File: config.mk
export PLATFORM = sky130hd
export DESIGN_NAME = serial_add_ctrl
export DESIGN_NICKNAME = d
export VERILOG_FILES = /design/src/rtl/serial_add_ctrl.sv
export SDC_FILE = /design/constraint.sdc
export NUM_CORES = 1
export LEC_CHECK = 0
export BUFFER_PORTS_ARGS = -buffer_cell sky130_fd_sc_hd__buf_2
export CAP_MARGIN = 20
export CORE_MARGIN = 3
export CORE_UTILIZATION = 52
export CTS_CLUSTER_SIZE = 8
export DETAILED_ROUTE_END_ITERATION = 8
export HOLD_SLACK_MARGIN = 0.12
export PLACE_DENSITY = 0.78
export SLEW_MARGIN = 20
export SYNTH_ARGS = -nofsm -noshare
export SYNTH_HDL_FRONTEND = slang
export SYNTH_SLANG_ARGS = --single-unit
File: constraint.sdc
create_clock -name clk -period 1.4 [get_ports clk]
set_input_delay 0.07 -clock clk [delete_from_list [all_inputs] [get_ports clk]]
set_output_delay 0.07 -clock clk [all_outputs]
set_load 0.005 [all_outputs]
File: src/rtl/serial_add_ctrl.sv
// Bit-serial adder controller: one full_adder cell reused LSB-first, one bit per clock.
// Optional signed-overflow output enabled by defining SERIAL_ADD_OVF_EN.

module full_adder (
  input  logic a,
  input  logic b,
  input  logic ci,
  output logic s,
  output logic co
);
  assign s  = a ^ b ^ ci;
  assign co = (a & b) | (ci & (a ^ b));
endmodule

// Handshakes: a transfer happens on a rising edge where valid & ready are both 1;
// in_ready is purely a function of state, and a raised out_valid holds its data
// stable until out_ready completes the transfer.
module serial_add_ctrl #(
  parameter int WIDTH = 8
) (
  input  logic             clk,
  input  logic             rst,
  input  logic             in_valid,
  output logic             in_ready,
  input  logic [WIDTH-1:0] a_in,
  input  logic [WIDTH-1:0] b_in,
  input  logic             cin,
  output logic             out_valid,
  input  logic             out_ready,
  output logic [WIDTH-1:0] sum_out,
  output logic             cout,
  output logic             busy
`ifdef SERIAL_ADD_OVF_EN
  ,
  output logic             ovf
`endif
);

  localparam int CNT_W = $clog2(WIDTH + 1);
  localparam logic [CNT_W-1:0] LAST_BIT = CNT_W'(WIDTH - 1);

  typedef enum logic [1:0] {
    IDLE = 2'd0,
    RUN  = 2'd1,
    DONE = 2'd2
  } state_t;

  state_t           state_q, state_d;
  logic [WIDTH-1:0] a_q, a_d;
  logic [WIDTH-1:0] b_q, b_d;
  logic [WIDTH-1:0] sum_q, sum_d;
  logic             carry_q, carry_d;
  logic [CNT_W-1:0] cnt_q, cnt_d;
  logic             fa_sum, fa_carry;
`ifdef SERIAL_ADD_OVF_EN
  logic             cmsb_q, cmsb_d;
`endif

  full_adder u_fa (
    .a  (a_q[0]),
    .b  (b_q[0]),
    .ci (carry_q),
    .s  (fa_sum),
    .co (fa_carry)
  );

  always_comb begin
    state_d = state_q;
    a_d     = a_q;
    b_d     = b_q;
    sum_d   = sum_q;
    carry_d = carry_q;
    cnt_d   = cnt_q;
`ifdef SERIAL_ADD_OVF_EN
    cmsb_d  = cmsb_q;
`endif
    case (state_q)
      IDLE: begin
        if (in_valid) begin
          a_d     = a_in;
          b_d     = b_in;
          carry_d = cin;
          cnt_d   = '0;
          state_d = RUN;
        end
      end
      RUN: begin
        // Sum fills from the top so bit 0 lands in sum[0] after WIDTH shifts.
        sum_d   = {fa_sum, sum_q[WIDTH-1:1]};
        a_d     = {1'b0, a_q[WIDTH-1:1]};
        b_d     = {1'b0, b_q[WIDTH-1:1]};
        carry_d = fa_carry;
        cnt_d   = cnt_q + 1'b1;
        if (cnt_q == LAST_BIT) begin
          state_d = DONE;
`ifdef SERIAL_ADD_OVF_EN
          cmsb_d  = carry_q;
`endif
        end
      end
      DONE: begin
        if (out_ready) state_d = IDLE;
      end
      default: state_d = IDLE;
    endcase
  end

  always_ff @(posedge clk) begin
    if (rst) begin
      state_q <= IDLE;
      a_q     <= '0;
      b_q     <= '0;
      sum_q   <= '0;
      carry_q <= 1'b0;
      cnt_q   <= '0;
`ifdef SERIAL_ADD_OVF_EN
      cmsb_q  <= 1'b0;
`endif
    end else begin
      state_q <= state_d;
      a_q     <= a_d;
      b_q     <= b_d;
      sum_q   <= sum_d;
      carry_q <= carry_d;
      cnt_q   <= cnt_d;
`ifdef SERIAL_ADD_OVF_EN
      cmsb_q  <= cmsb_d;
`endif
    end
  end

  assign in_ready  = (state_q == IDLE);
  assign busy      = (state_q == RUN);
  assign out_valid = (state_q == DONE);
  assign sum_out   = sum_q;
  assign cout      = carry_q;
`ifdef SERIAL_ADD_OVF_EN
  assign ovf       = cmsb_q ^ carry_q;
`endif

endmodule

After elaboration in Yosys (flattened, before gate mapping) --
Cells that the tools add are included.
Operators by class: div/mod/pow operators 0, bitwise logic cells 5, add/sub/neg operators 1, multiplexer cells 12, eq/ne operators 6, $mul 0, reduce and logical (&&, ||, !) cells 4, order comparisons 0, shifts and indexed selects 0
Operators with widths (number):
- $pmux W8 S2 | 2
- $mux W8 | 2
- $pmux W4 S2 | 1
- $mux W2 | 3
- $pmux W2 S3 | 1
- $add A4 B1 Y4 const B | 1
- $eq A4 B3 Y1 const B | 1
- $mux W4 | 1
- $ne A2 B1 Y1 const B | 2
- $reduce_and A3 Y1 | 1
- $and A1 B1 Y1 | 2
- $eq A2 B1 Y1 const B | 1
- $eq A2 B2 Y1 const B | 1
- $logic_not A2 Y1 | 1
- $ne A2 B2 Y1 const B | 1
- $pmux W1 S2 | 1
- $reduce_and A2 Y1 | 1
- $reduce_bool A2 Y1 | 1
- $xor A1 B1 Y1 | 2
- $mux W1 | 1
- $or A1 B1 Y1 | 1
Word-level totals: register bits after elaboration 31, memories kept 0, bits in latches 0, RAM bits 0, ROM bits 0

Depth between registers and ports, before layout --
Gate-level depths: netlist of run 1.
word-level depth 4, gate-level depth with buffers 5

Hierarchy --
From an unflattened synthesis of run 1, not the netlist that was laid out.
Second synthesis, totals: cells, all modules 156, area total of the unflattened synthesis 1373.8 sq um
Modules (own cells, without submodules):
- serial_add_ctrl | cells an instance 155, instances 1, area an instance 1353.8 sq um
- full_adder | cells an instance 1, instances 1, area an instance 20.0 sq um

Worst setup path before layout of run 1 --
Ideal clock, no wire load.
path kind register to register, from register state_q[0], to register a_q[0], buffers on the path 2, required time 1.320 ns, arrival 1.016 ns, library setup time 0.080 ns, cell stages (with the launch flop) 6, clock period less this slack 1.097 ns, setup slack 0.303 ns, cells stage by stage dfxtp_1 -> o21ba_1 -> buf_4 -> buf_8 -> nor2_2 -> a211oi_2
Between the ends: longest elaborated chain between the ends 3
RTL lines:
- start, declared | line 48 | state_t state_q, state_d;
- start signal, assigned | line 120 | state_q <= state_d;
- $eq A2 B1 Y1 / $logic_not A2 Y1 (equally long branches) | line 77 | case (state_q)
- $reduce_bool A2 Y1 (no line) / $ne A2 B2 Y1 (equally long branches)
- $reduce_and A2 Y1 (no line)
- end signal, assigned | line 111 | a_q <= '0;
- end signal, assigned | line 121 | a_q <= a_d;
- end, declared | line 49 | logic [WIDTH-1:0] a_q, a_d;
Several ways; a longest one is shown, not always the timed one. A chain may end at the register's enable or synchronous reset.

Worst setup path after layout of run 1 --
from register state_q[0], to output in_ready
Between the ends: longest elaborated chain between the ends 1
RTL lines:
- $logic_not A2 Y1 | line 132 | assign in_ready = (state_q == IDLE);
- end, declared | line 24 | output logic in_ready,
Every way passes these cells.

==> out/results.ini, run 1 <==
[pwr]
power_frac_clock_pct=36.4
p_leak_nw=0.7621
intPower_w=0.001510
combPwrFrac_pct=15.1
seq_power_share_pct=48.5
p_sw_w=0.0005002
powerDensity_nw_per_um2=1112
sw_frac_of_total_pct=24.89
ir_drop_mv=1.095

[sta]
finalSetupViolCount=0
period_needed_ns=1.276
post-route-period-util_pct=91.18
hold_viol=0
setup_ws_ns=0.1235
rsz0062_at_grt=no
drv_slew=0
whs_ns=0.1322
fin_setup_tns_ns=0
maxSlewHeadroom_pct=56.98
finClkSkew_ns=0.009480
tightest_slew_ns=0.6446
max_freq_ghz=0.7834

[synth]
syn_area_um2=1386
synth-seq-area-share_pct=44.77
yosys_warnings=0
synthArstFlopShare_pct=0
synth_edf_count=0
postSynthNetCount=175
synthCells=152
synth-seq-cells=31
synth-main-ff-cell=dfxtp_1
syn_avg_cell_area_um2=9.121
synth_cell_types=30

[setup_path]
cp-start-kind=flop
reg2reg_slack_ns=0.16
reg2reg_from=state_q[1]
crit_path_cell_trace=buf_4 -> nor2_1 -> buf_2
end_kind=output pin
path_buf_inv=2
cpPeakStageDelay_ns=0.37
reg2reg_depth=4
cpMaxStageDelayCell=dfxtp_2
critical_path.endpoint=in_ready
cp_num_cells=3
cp.arrival_ns=1.21
cp_top_family=flip-flops
cp.required_ns=1.33
r2r-end=a_q[4]
critical_path_class=flop to output pin
cp_max_fo=7
worstSetupStartpoint=state_q[0]

[floorplan]
start_util_pct=55.46
die_h_um=57.64
rows=18
core_area_um2=2500
ios=33
die_x_um=57.64
die_area_um2=3322

[cells_and_area]
final_nets=222
n_antenna_cell=0
final_cell_count_no_fill=230
syn_to_final_growth_pct=30.41
layout-drive-gt1-share_pct=36.50

[cts]
cts_root_buf=clkbuf_4
cts_htree_levels=2
clk_latency_ns=0.33
cts_buffer_depth=2
cts_inserted_buffers=5
cts.clk_slew.worst_paths_ns=0.10
cts.sinks=31
tritoncts=built

[routing]
drc_errors=0
drtPass1Iterations=4
routed_wl_um=3085
vias=1241
vias_per_cell=5.396
ant_nets=0
drt-initial-drc-count=44
route.detailed.wl_per_inst_um=13.41

[grt]
grt_pass1_vias=1144
grt_max_degree=32
grt_pass1_wl_um=5106
antenna_found_initial=0
track_usage_pct=20.08
grt_overflow_total=0

[placed_design]
dp_cells=210
pre_cts_slack_ns=0.1590
hpwl_um=2069
gp_congestion=0.8441
port_buffers=32

[run]
drv_cap=0

[hold_path]
hp-class=input pin to flop

[outcome]
status=finished clean

-- placed cells by master (no fill, tap or decap), types with 2 or more instances in the layout --
master | synthesis | final
dlygate4sd3_1 | 0 | 10
o2bb2ai_1 | 8 | 8
dfxtp_1 | 31 | 29
a22oi_1 | 2 | 2
a32oi_1 | 2 | 2
a211oi_1 | 6 | 6
nor2_2 | 9 | 9
nand2_1 | 18 | 18
dfxtp_2 | 0 | 2
buf_4 | 2 | 7
inv_1 | 4 | 3
clkbuf_4 | 0 | 5
nand3_1 | 2 | 2
a21oi_1 | 10 | 10
a211oi_2 | 10 | 10
buf_2 | 4 | 32
buf_12 | 0 | 2
o22ai_1 | 6 | 6
nor2_1 | 20 | 20
-- registers in the layout (all words and copies together) (netlist names) --
name / count
sum_out: 8
state_q: 2
cnt_q: 4
a_q: 8
cout: 1
b_q: 8
-- how the worst min path moves through the flow --
stage                       start        to  slack [ns]  depth (start not counted)
final                     a_in[6]    a_q[6]        0.13                          4
after global placement        cin      cout        0.33                          3
after CTS                 a_in[6]    a_q[6]        0.13                          4
after floorplan               rst  cnt_q[2]        0.14                          1
after detailed placement      cin      cout        0.34                          3
after global routing      a_in[5]    a_q[5]        0.15                          4
-- per-layer routing --
metal	vias up	global-route usage, %	wire length [um]
met2	34	31.29	1477
met5	-	0	0
met4	0	8.278	57
met3	6	7.572	172
met1	567	25.00	1377
li1	634	-	-
-- cell type report --
class                      instances  area [um^2]
clock buffer                       6        51.30
timing repair buffer              51        352.8
sequential                        31        623.1
fill                             197        691.9
multi-input combinational        106        693.2
inverter                           4        15.01
clock inverter                     2        35.03
tap                               30        37.54
-- cell families after synthesis --
family | after synthesis | share of synthesized area [%]
adders and majority gates | 2 | 2.346
AOI/OAI and AO/OA | 48 | 28.43
and+or+nand+nor | 56 | 18.68
buffers and inverters | 15 | 5.776
DFF | 31 | 44.77
-- what timing repair did --
action	in CTS	in global routing
hold buffers	10	0
endpoints found under the hold margin	11	0
setup buffers	0	2
gates resized for setup	3	1
setup endpoints to repair	1	1
-- tightest hold or removal path, delay by kind of cell --
kind                   cells  cell delay (ns)
buffers and inverters      1             0.09
and+or+nand+nor            1             0.08
AOI/OAI and AO/OA          2             0.18
-- power groups by stage --
stage	sequential, W	clock, W	combinational [W]
final	0.000975	0.000732	0.000303
after detailed placement	0.000994	0	0.000273
after CTS	0.000974	0.000743	0.000297
after global routing	0.000985	0.000793	0.000335
after global placement	0.000992	0	0.000260
after floorplan	0.000986	0	0.000186
-- per-stage QoR --
step | utilization [%] | total power, W | instance area [um^2]
2_1_floorplan | - | 0.001171 | 1386
4_1_cts | 71.42 | 0.002014 | 1785
3_5_place_dp | 63.86 | 0.001267 | 1597
5_1_grt | 72.32 | 0.002112 | 1808
6_report | 72.32 | 0.002010 | 1808
3_3_place_gp | 63.86 | 0.001253 | 1597
-- synth_stat cells (2+ instances only) --
master	number	share of area (%)
nor2_1	20	5.4
o22ai_1	6	2.7
buf_4	2	1.1
o2bb2ai_1	8	5.1
nand2_1	18	4.9
a21oi_1	10	3.6
buf_1	2	0.54
a211oi_1	6	3.2
clkbuf_1	2	0.54
nand2b_1	2	0.90
inv_1	4	1.1
a32oi_1	2	1.3
a22oi_1	2	1.1
buf_2	4	1.4
nand3_1	2	0.72
dfxtp_1	31	45
nor2_2	9	4.1
a211oi_2	10	9.0
Note: power is estimated with default switching activity, not from simulation.
==> run 2, diff against run 1 <==
--- a/config.mk
+++ b/config.mk
@@ -7,11 +7,13 @@
 export LEC_CHECK = 0
 export BUFFER_PORTS_ARGS = -buffer_cell sky130_fd_sc_hd__buf_2
 export CAP_MARGIN = 20
+export CORE_ASPECT_RATIO = 0.7
 export CORE_MARGIN = 3
 export CORE_UTILIZATION = 52
 export CTS_CLUSTER_SIZE = 8
 export DETAILED_ROUTE_END_ITERATION = 8
 export HOLD_SLACK_MARGIN = 0.12
+export MAX_ROUTING_LAYER = met4
 export PLACE_DENSITY = 0.78
 export SLEW_MARGIN = 20
 export SYNTH_ARGS = -nofsm -noshare
==> constraint.sdc (replaced) <==
create_clock -name clk -period 1.3 [get_ports clk]
set_input_delay 0.065 -clock clk [delete_from_list [all_inputs] [get_ports clk]]
set_output_delay 0.065 -clock clk [all_outputs]
set_load 0.005 [all_outputs]
==> run 2 against run 1 <==
- clock power is 7.5% lower
- non-clock buffer count is 6 lower
- critical path depth stayed put
- cell count is 2.6% lower
- register-to-register slack worse by 0.09 ns
- die area is 0.29% higher
- sequential cell count stayed put
- power is 1.5% higher
- global-route usage is 2.8 points higher
- hold slack better by 0.0095 ns
- wire length is 8.0% higher
- cell area is 3.8% lower
- critical path type is now flop to flop
- highest routed layer unchanged
==> out/results.ini, run 2 (synthesis results as in run 1) <==
[outcome]
status=finished clean

[setup_path]
reg2reg_from=state_q[1]
crit_path_cell_trace=nand2b_1 -> or3_1 -> a31oi_1
cp-start-kind=flop
cp_max_fo=6
cpPeakStageDelay_ns=0.38
cp.required_ns=1.51
cpMaxStageDelayCell=or3_1
cp.arrival_ns=1.44
reg2reg_slack_ns=0.07
reg2reg_depth=3
r2r-end=cnt_q[3]
critical_path_class=flop to flop
end_kind=flop

[sta]
finClkSkew_ns=0.003931
period_needed_ns=1.230
post-route-period-util_pct=94.60
tightest_slew_ns=0.3808
fin_setup_tns_ns=0
hold_viol=0
max_freq_ghz=0.8131
finalSetupViolCount=0
drv_slew=0
maxSlewHeadroom_pct=74.56
whs_ns=0.1417

[floorplan]
die_x_um=67.72
die_h_um=49.20
rows=14
start_util_pct=59.51
ios=33
core_area_um2=2330
die_area_um2=3332

[pwr]
p_leak_nw=0.7214
powerDensity_nw_per_um2=1173
ir_drop_mv=0.8397

[cells_and_area]
final_nets=216
multi_input_area_um2=690.7
n_fill_cell=170
layout-drive-gt1-share_pct=36.98
syn_to_final_growth_pct=25.45
most-common-layout-cells=buf_2, dfxtp_1, nor2_1
layout_commonest_cell=buf_2
n_antenna_cell=0
register_area_um2=621.8

[grt]
grt_max_degree=32
grtUsageMet2_pct=34.09
grt_pass1_vias=1229
grt_overflow_total=0
antenna_found_initial=0
track_usage_pct=22.89
grt_use_met1_pct=27.11
grt.busiest_layer=met2
grt_pass1_wl_um=5568
met3_usage_pct=6.682

[cts]
clk_latency_ns=0.28
postCtsSetupRepairBufs=0
cts_buffer_depth=2
cts_inserted_buffers=5
cts.clk_slew.worst_paths_ns=0.06
cts.sinks=31
cts_root_buf=clkbuf_8
cts_htree_levels=2
tritoncts=built

[hold_path]
hold_depth=3
min_from=b_in[0]
hold_path_end=b_q[0]
hp-class=input pin to flop

[routing]
vias=1285
drt-initial-drc-count=90
route.detailed.wl_per_inst_um=14.87
drc_errors=0
drtPass1Iterations=4
ant_nets=0
vias_per_cell=5.737
routed_wl_um=3331

[placed_design]
gp_congestion=0.7348
hpwl_um=2224
port_buffers=32

[run]
drv_cap=0

-- run 2: cell types whose count changed in the layout (fill, tap and decap cells not counted), sizes merged --
cell / before / now
bufinv: 1 / 0
inv: 4 / 3
clkinv: 1 / 0
clkinvlp: 0 / 1
dlygate4sd3: 10 / 4
-- run 2: metrics by stage --
stage               power (W)  area [um^2]  util, %  instances  setup slack [ns]
floorplan            0.001262         1386        -        152            0.2031
global placement     0.001348         1614    69.28        214           0.09585
detailed placement   0.001361         1614    69.28        214          -0.01009
finish               0.002039         1739    74.65        224           0.07018
global route         0.002134         1739    74.65        224          -0.01298
CTS                  0.002042         1727    74.11        224         0.0001601
-- run 2: worst max-delay path: cells and delay by family, from the launching register on --
family          cells  cell delay (ns)
flops               1             0.36
compound gates      1             0.19
simple gates        2             0.60
-- run 2: timing repair --
action                                  in CTS  in global routing
gates resized for setup                      1                  5
endpoints found under the setup margin       2                 11
hold buffers                                 4                  0
hold endpoints to repair                     4                  0
cloned                                       0                  0
-- run 2: area by class of cell --
cell class                      count  share of cell area (%)
Sequential cell                    31                   35.76
Timing Repair Buffer               45                   16.83
Clock buffer                        6                   4.173
Inverter                            4                   1.223
Multi-Input combinational cell    106                   39.71
Tap cell                           32                   2.302
-- run 2: per-layer routing --
metal / part of all wire, % / wire, um
met5: 0 / 0
met4: 1.5 / 50
met3: 6.6 / 221
met2: 48 / 1598
met1: 44 / 1460
-- run 2: how the worst max path moves through the flow --
stage / start / cells past startpoint / slack, ns / end
floorplan: state_q[0] / 5 / 0.20 / a_q[0]
global placement: state_q[0] / 4 / 0.1 / cout
detailed placement: state_q[0] / 4 / -0.01 / cout
CTS: state_q[0] / 4 / 0.0002 / b_q[1]
global route: state_q[1] / 3 / -0.01 / cnt_q[3]
finish: state_q[1] / 3 / 0.07 / cnt_q[3]
-- run 2: power breakdown --
group	internal (W)	total [W]	switching, W	leakage, nW
clock	0.000355	0.000677	0.000322	0.0371
combinational	0.000146	0.000308	0.000162	0.429
sequential	0.00101	0.00105	0.0000460	0.255
